===== config.mk =====
export PLATFORM = sky130hd
export DESIGN_NAME = ram_wr_arbiter
export DESIGN_NICKNAME = d
export VERILOG_FILES = /design/src/rtl/ram_wr_arbiter.sv
export SDC_FILE = /design/constraint.sdc
export NUM_CORES = 1
export LEC_CHECK = 0
export CORE_ASPECT_RATIO = 1.5
export CORE_UTILIZATION = 45
export DETAILED_ROUTE_END_ITERATION = 10
export PLACE_DENSITY = 0.73
export SETUP_SLACK_MARGIN = 0.4
export SKIP_CTS_REPAIR_TIMING = 1
export SYNTH_ARGS = -nofsm -noshare
export SYNTH_HDL_FRONTEND = slang
export SYNTH_SLANG_ARGS = --single-unit

===== constraint.sdc =====
create_clock -name clk -period 6.4 [get_ports clk]
set_input_delay 1.28 -clock clk [delete_from_list [all_inputs] [get_ports clk]]
set_output_delay 1.28 -clock clk [all_outputs]
set_load 0.01 [all_outputs]

===== src/rtl/ram_wr_arbiter.sv =====
// Two-client RAM write arbiter with a block-fill sequencer.
// Round-robin arbitration between two clients; a fill command takes over the write port for fill_len cycles.
module ram_wr_arbiter #(
  parameter int ADDR_W = 30,
  parameter int DATA_W = 16,
  parameter int LEN_W  = 16
) (
  input  logic              clk,
  input  logic              reset,
  input  logic              c0_valid,
  output logic              c0_ready,
  input  logic [ADDR_W-1:0] c0_addr,
  input  logic [DATA_W-1:0] c0_data,
  input  logic              c1_valid,
  output logic              c1_ready,
  input  logic [ADDR_W-1:0] c1_addr,
  input  logic [DATA_W-1:0] c1_data,
  input  logic              fill_start,
  input  logic [ADDR_W-1:0] fill_base,
  input  logic [LEN_W-1:0]  fill_len,
  input  logic [DATA_W-1:0] fill_data,
  output logic              fill_busy,
  output logic              fill_done,
  output logic              mem_wr,
  output logic [ADDR_W-1:0] mem_wr_addr,
  output logic [DATA_W-1:0] mem_d_in
);

  typedef enum logic {
    ST_ARB  = 1'b0,
    ST_FILL = 1'b1
  } state_t;

  state_t            state_q, state_d;
  logic              last_grant_q, last_grant_d;  // 1 = client 1 won the last handshake
  logic [LEN_W-1:0]  fill_cnt_q, fill_cnt_d;      // fill writes still to issue after the one on the outputs
  logic [ADDR_W-1:0] fill_addr_q, fill_addr_d;
  logic [DATA_W-1:0] fill_data_q, fill_data_d;
  logic              mem_wr_q, mem_wr_d;
  logic [ADDR_W-1:0] mem_wr_addr_q, mem_wr_addr_d;
  logic [DATA_W-1:0] mem_d_in_q, mem_d_in_d;
  logic              fill_busy_q, fill_busy_d;
  logic              fill_done_q, fill_done_d;

  logic arb_open;
  logic gnt0;
  logic gnt1;
  logic fill_go;

  always_ff @(posedge clk or negedge reset) begin
    if (!reset) begin
      state_q <= ST_ARB;
    end else begin
      state_q <= state_d;
    end
  end

  always_comb begin
    fill_go = (state_q == ST_ARB) && fill_start && (fill_len != '0);
    state_d = state_q;
    case (state_q)
      ST_ARB:  if (fill_go) state_d = ST_FILL;
      ST_FILL: if (fill_cnt_q == '0) state_d = ST_ARB;
      default: state_d = ST_ARB;
    endcase
  end

  // Under contention the client that did not win the previous handshake is granted.
  always_comb begin
    arb_open      = (state_q == ST_ARB) && !fill_start;
    gnt0          = arb_open && c0_valid && (!c1_valid || last_grant_q);
    gnt1          = arb_open && c1_valid && (!c0_valid || !last_grant_q);
    c0_ready      = gnt0;
    c1_ready      = gnt1;

    last_grant_d  = last_grant_q;
    fill_cnt_d    = fill_cnt_q;
    fill_addr_d   = fill_addr_q;
    fill_data_d   = fill_data_q;
    mem_wr_d      = 1'b0;
    mem_wr_addr_d = mem_wr_addr_q;
    mem_d_in_d    = mem_d_in_q;
    fill_busy_d   = 1'b0;
    fill_done_d   = 1'b0;

    case (state_q)
      ST_ARB: begin
        if (fill_start) begin
          fill_addr_d = fill_base + ADDR_W'(1);
          fill_data_d = fill_data;
          if (fill_len == '0) begin
            fill_done_d = 1'b1;
          end else begin
            mem_wr_d      = 1'b1;
            mem_wr_addr_d = fill_base;
            mem_d_in_d    = fill_data;
            fill_busy_d   = 1'b1;
            fill_cnt_d    = fill_len - LEN_W'(1);
            fill_done_d   = (fill_len == LEN_W'(1));
          end
        end else if (gnt0) begin
          mem_wr_d      = 1'b1;
          mem_wr_addr_d = c0_addr;
          mem_d_in_d    = c0_data;
          last_grant_d  = 1'b0;
        end else if (gnt1) begin
          mem_wr_d      = 1'b1;
          mem_wr_addr_d = c1_addr;
          mem_d_in_d    = c1_data;
          last_grant_d  = 1'b1;
        end
      end
      ST_FILL: begin
        if (fill_cnt_q != '0) begin
          mem_wr_d      = 1'b1;
          mem_wr_addr_d = fill_addr_q;
          mem_d_in_d    = fill_data_q;
          fill_busy_d   = 1'b1;
          fill_cnt_d    = fill_cnt_q - LEN_W'(1);
          fill_addr_d   = fill_addr_q + ADDR_W'(1);
          fill_done_d   = (fill_cnt_q == LEN_W'(1));
        end
      end
      default: ;
    endcase
  end

  always_ff @(posedge clk or negedge reset) begin
    if (!reset) begin
      last_grant_q  <= 1'b1;
      fill_cnt_q    <= '0;
      fill_addr_q   <= '0;
      fill_data_q   <= '0;
      mem_wr_q      <= 1'b0;
      mem_wr_addr_q <= '0;
      mem_d_in_q    <= '0;
      fill_busy_q   <= 1'b0;
      fill_done_q   <= 1'b0;
    end else begin
      last_grant_q  <= last_grant_d;
      fill_cnt_q    <= fill_cnt_d;
      fill_addr_q   <= fill_addr_d;
      fill_data_q   <= fill_data_d;
      mem_wr_q      <= mem_wr_d;
      mem_wr_addr_q <= mem_wr_addr_d;
      mem_d_in_q    <= mem_d_in_d;
      fill_busy_q   <= fill_busy_d;
      fill_done_q   <= fill_done_d;
    end
  end

  assign mem_wr      = mem_wr_q;
  assign mem_wr_addr = mem_wr_addr_q;
  assign mem_d_in    = mem_d_in_q;
  assign fill_busy   = fill_busy_q;
  assign fill_done   = fill_done_q;

endmodule

## Yosys cells after proc, flatten, opt, wreduce, memory -nomap -nowiden

Cells that the tools add are included.

| cells by class | value |
|---|---|
| multiplexer cells | 36 |
| equality and inequality tests | 7 |
| reductions and logical operators | 23 |
| $add $sub $neg | 4 |
| bitwise operators | 2 |

Operators by type and width:

| cell | number |
|---|---|
| $mux 30 | 7 |
| $mux 16 | 8 |
| $pmux 30 s2 | 2 |
| $pmux 16 s2 | 2 |
| $add 30x1->30 const B | 2 |
| $eq 16x1->1 const B | 2 |
| $logic_not 16->1 | 2 |
| $reduce_bool 16->1 | 2 |
| $sub 16x1->16 const B | 2 |
| $mux 1 | 13 |
| $reduce_and 3->1 | 3 |
| $pmux 1 s2 | 4 |
| $logic_and 1x1->1 | 7 |
| $logic_not 1->1 | 4 |
| $ne 2x2->1 const B | 2 |
| $ne 4x4->1 const B | 1 |
| $reduce_and 2->1 | 2 |
| $ne 3x3->1 const B | 1 |
| $logic_or 1x1->1 | 2 |
| $ne 2x1->1 const B | 1 |
| $not 1->1 | 2 |
| $reduce_bool 2->1 | 1 |

| storage, ports and cells | value |
|---|---|
| input port bits | 159 |
| flip-flop bits (word level) | 113 |

## Logic depth before layout (Yosys ltp)

| logic depth | value |
|---|---|
| depth in word-level cells | 8 |
| mapped depth | 13 |
| depth with buffers taken out | 7 |

## Worst setup path before layout

OpenSTA, ideal clock, no wires.

| path | value |
|---|---|
| path kind | input -> output |
| from | in fill_start |
| to | out c1_ready |
| data arrival time | 2.316 ns |
| required time | 5.120 ns |
| setup slack | 2.804 ns |
| stages | 4 |
| cell sequence | nor2_1 clkbuf_1 nand2_1 a21oi_1 |

| between the ends | value |
|---|---|
| cells in the longest elaborated chain, start to end | 4 |

Ends and longest elaborated chain:

| element | RTL line | source |
|---|---|---|
| from (decl) | 18 | `input logic fill_start,` |
| $logic_not 1->1 | 70 | `arb_open = (state_q == ST_ARB) && !fill_start;` |
| $logic_and 1x1->1 | 70 |  |
| $logic_and 1x1->1 (2 in series) | 72 | `gnt1 = arb_open && c1_valid && (!c0_valid \|\| !last_grant_q);` |
| to (decl) | 15 | `output logic c1_ready,` |

No other way between the ends.

## Final worst setup path

| path | value |
|---|---|
| from | in c1_valid |
| to | out c0_ready |

| between the ends | value |
|---|---|
| cells in the longest elaborated chain, start to end | 3 |

Ends and longest elaborated chain:

| element | RTL line | source |
|---|---|---|
| from (decl) | 14 | `input logic c1_valid,` |
| $logic_not 1->1 | 71 | `gnt0 = arb_open && c0_valid && (!c1_valid \|\| last_grant_q);` |
| $logic_or 1x1->1 | 71 |  |
| $logic_and 1x1->1 | 71 |  |
| to (decl) | 11 | `output logic c0_ready,` |

No other way between the ends.

==> flow_metrics.env <==
export IMPL_die_area_sq_um=17400
export IMPL_maxSlewHeadroom=0.282
export IMPL_max_freq_mhz=212
export IMPL_grt_max_degree=60
export IMPL_wl_per_cell_um=18.7
export IMPL_routed_via_density=5.80
export IMPL_clock_sinks=113
export IMPL_pin_count=210
export IMPL_synth_area_leaders="dfrtp_1 37%, nand2_1 7.2%, mux2i_1 6.3%, mux2_2 5.2%, mux2_1 4.3%"
export IMPL_path_buf_inv=3
export IMPL_start_kind="primary input"
export IMPL_die_h_um=161
export IMPL_cp_slowest_cell="nor3_2"
export IMPL_vias=7226
export IMPL_fp_dieW_um=108
export IMPL_slew_viol_final=0
export IMPL_cp_end_kind="primary output"
export IMPL_drt_pre_antenna_iters=5
export IMPL_ant_nets=0
export IMPL_power_density_nw_per_um2=435
export IMPL_avgSynthCellArea_sq_um=9.02
export IMPL_hpwl_um=16300
export IMPL_status="finished clean"
export IMPL_cellLeakagePower_nw=4.30
export IMPL_synth_cells=841
export IMPL_fin_worst_skew_ps=11.9
export IMPL_cts_buffers=17
export IMPL_syn2layout_area_growth_pct=37.5
export IMPL_cts_tree="yes"
export IMPL_ir_drop_v=0.000230
export IMPL_dpl_cell_area_sq_um=9790
export IMPL_rows=57
export IMPL_worstMarginPinSlew_ps=1070
export IMPL_cts_buffer_depth=2
export IMPL_synth_ff_type="dfrtp_1"
export IMPL_cts_root_buf="clkbuf_16"
export IMPL_post_route_min_period_ps=4730
export IMPL_synth_top_cell_by_area="dfrtp_1"
export IMPL_yosysUniqueCellTypes=67
export IMPL_coreArea_sq_um=16300
export IMPL_finalHoldViolCount=0
export IMPL_timing_setup_tns_ps=0
export IMPL_grt_usage=0.276
export IMPL_timing_hold_ws_ps=474
export IMPL_yosysWarnings=0
export IMPL_numPortBuffers=209
export IMPL_hp_class="reg2reg"
export IMPL_drtIter0Drc=470
export IMPL_period_share=0.739
export IMPL_wl_um=23300
export IMPL_synth_top_area_frac=0.369
export IMPL_cp_max_fo=13
export IMPL_yosysMostFrequentCell="nand2_1"
export IMPL_clk_pin_slew_ps=60
export IMPL_cp_cell_sequence="clkdlybuf4s50_1 > inv_1 > o21ai_4 > nor3_2 > clkdlybuf4s50_1"
export IMPL_fin_area_sq_um=10400
export IMPL_required_ps=5120
export IMPL_start_util=0.465
export IMPL_drive_gt1_frac=0.0991
export IMPL_clock_latency_ps=420
export IMPL_antenna_found_initial=1
export IMPL_drcViolationCount=0
export IMPL_grt_overflow=0
export IMPL_ys_top_cells_by_count="146 x nand2_1, 112 x dfrtp_1, 54 x o21ai_0"
export IMPL_cts_max_level=4
export IMPL_rsz0062_at_grt="no"
export IMPL_cp_top_family="buffers and inverters"
export IMPL_async_flop_share=1.00
export IMPL_crit_top_cell="clkdlybuf4s50_1"
export IMPL_fillCellCount=1398
export IMPL_grt_pass1_wl_um=37100
export IMPL_synth_edff_count=0
export IMPL_grt_pass1_vias=7188
export IMPL_finalSetupViolations=0
export IMPL_place_congestion=0.825
export IMPL_ys_seq_area_frac=0.373
export IMPL_maxCapViolCount=0
export IMPL_fin_nets=1190
export IMPL_critPathArrivalTime_ps=3450
export IMPL_ys_ff_latch=113
export IMPL_crit_type="in2out"
export IMPL_synth_area_sq_um=7590
export IMPL_synth_nets=1005
export IMPL_slowest_delay_ps=800
==> tightest hold or removal path: stages, from the launching register on <==
cell	delay [ps]
dfrtp_1	340
nand2_1	50
nand2_1	60
==> worst paths after layout <==
check	from	endpoint	slack [ps]	depth (start not counted)
worst max register to register	state_q	fill_addr_q[17]	2940	6
min in group asynchronous	reset	fill_cnt_q[0]	930	1
max in group asynchronous	reset	mem_d_in[1]	4220	2
worst max-delay path	c1_valid	c0_ready	1670	5
worst min-delay path	fill_data_q[1]	fill_data_q[1]	470	2
worst min register to register	fill_data_q[1]	fill_data_q[1]	470	2
==> flip-flops by register name (all words and copies together) (netlist names) <==
| register | flops |
|---|---|
| mem_wr | 1 |
| mem_wr_addr | 30 |
| mem_d_in | 16 |
| fill_busy | 1 |
| state_q | 1 |
| fill_cnt_q | 16 |
| last_grant_q | 1 |
| fill_data_q | 16 |
| fill_addr_q | 30 |
| fill_done | 1 |
==> report_power, final <==
part           internal (W)  switching, W
Clock              0.000668      0.000368
Combinational       0.00106       0.00104
Sequential          0.00108      0.000330
Total               0.00281       0.00173
==> logic make-up after synthesis <==
family / synth area share
simple gates: 0.207
compound gates: 0.167
flops: 0.373
mux: 0.158
buf+inv: 0.0411
xor+xnor: 0.0462
fa+ha+maj: 0.00824
==> cell type report <==
| class | instances | area, sq um | area share |
|---|---|---|---|
| repair buffers | 222 | 2180 | 0.209 |
| multi-input cells | 660 | 4480 | 0.429 |
| well taps | 206 | 258 | 0.0247 |
| clock inverters | 14 | 203 | 0.0194 |
| diodes | 1 | 2.50 | 0.000240 |
| inverters | 12 | 45.0 | 0.00432 |
| clock buffers | 18 | 439 | 0.0421 |
| flip-flops and latches | 113 | 2830 | 0.271 |
==> per-stage QoR <==
stage                     setup slack (ps)  total power [W]  utilization  instances
after floorplan                       2800          0.00273            -        841
after global placement                1710          0.00346        0.600       1213
after detailed placement              1690          0.00352        0.600       1213
after CTS                             1690          0.00457        0.639       1245
after global routing                  1610          0.00486        0.639       1246
final                                 1670          0.00454        0.639       1246
==> layout by cell type (no fill, tap or decap), drive strengths merged, types with 8 or more instances in the layout <==
| cell type | instances |
|---|---|
| o22ai | 10 |
| mux2 | 64 |
| mux2i | 48 |
| a221oi | 8 |
| dfrtp | 112 |
| clkbuf | 18 |
| nor3 | 20 |
| nor2b | 16 |
| inv | 15 |
| a22oi | 23 |
| a221o | 11 |
| a21oi | 23 |
| clkdlybuf4s50 | 207 |
| nand2 | 146 |
| o211ai | 10 |
| nand3 | 27 |
| xor2 | 24 |
| nor4 | 10 |
| buf | 15 |
| nand4 | 10 |
| nand3b | 16 |
| xnor2 | 16 |
| o21ai | 56 |
| nor2 | 41 |
==> per-layer routing <==
metal / vias to the layer above / global-route usage / part of all wire
met5: - / 0 / 0
met4: 0 / 0.118 / 0.031
met3: 42 / 0.0404 / 0.051
met2: 260 / 0.484 / 0.52
met1: 3479 / 0.330 / 0.40
li1: 3445 / - / -
Power figures use the tool's default switching activity.
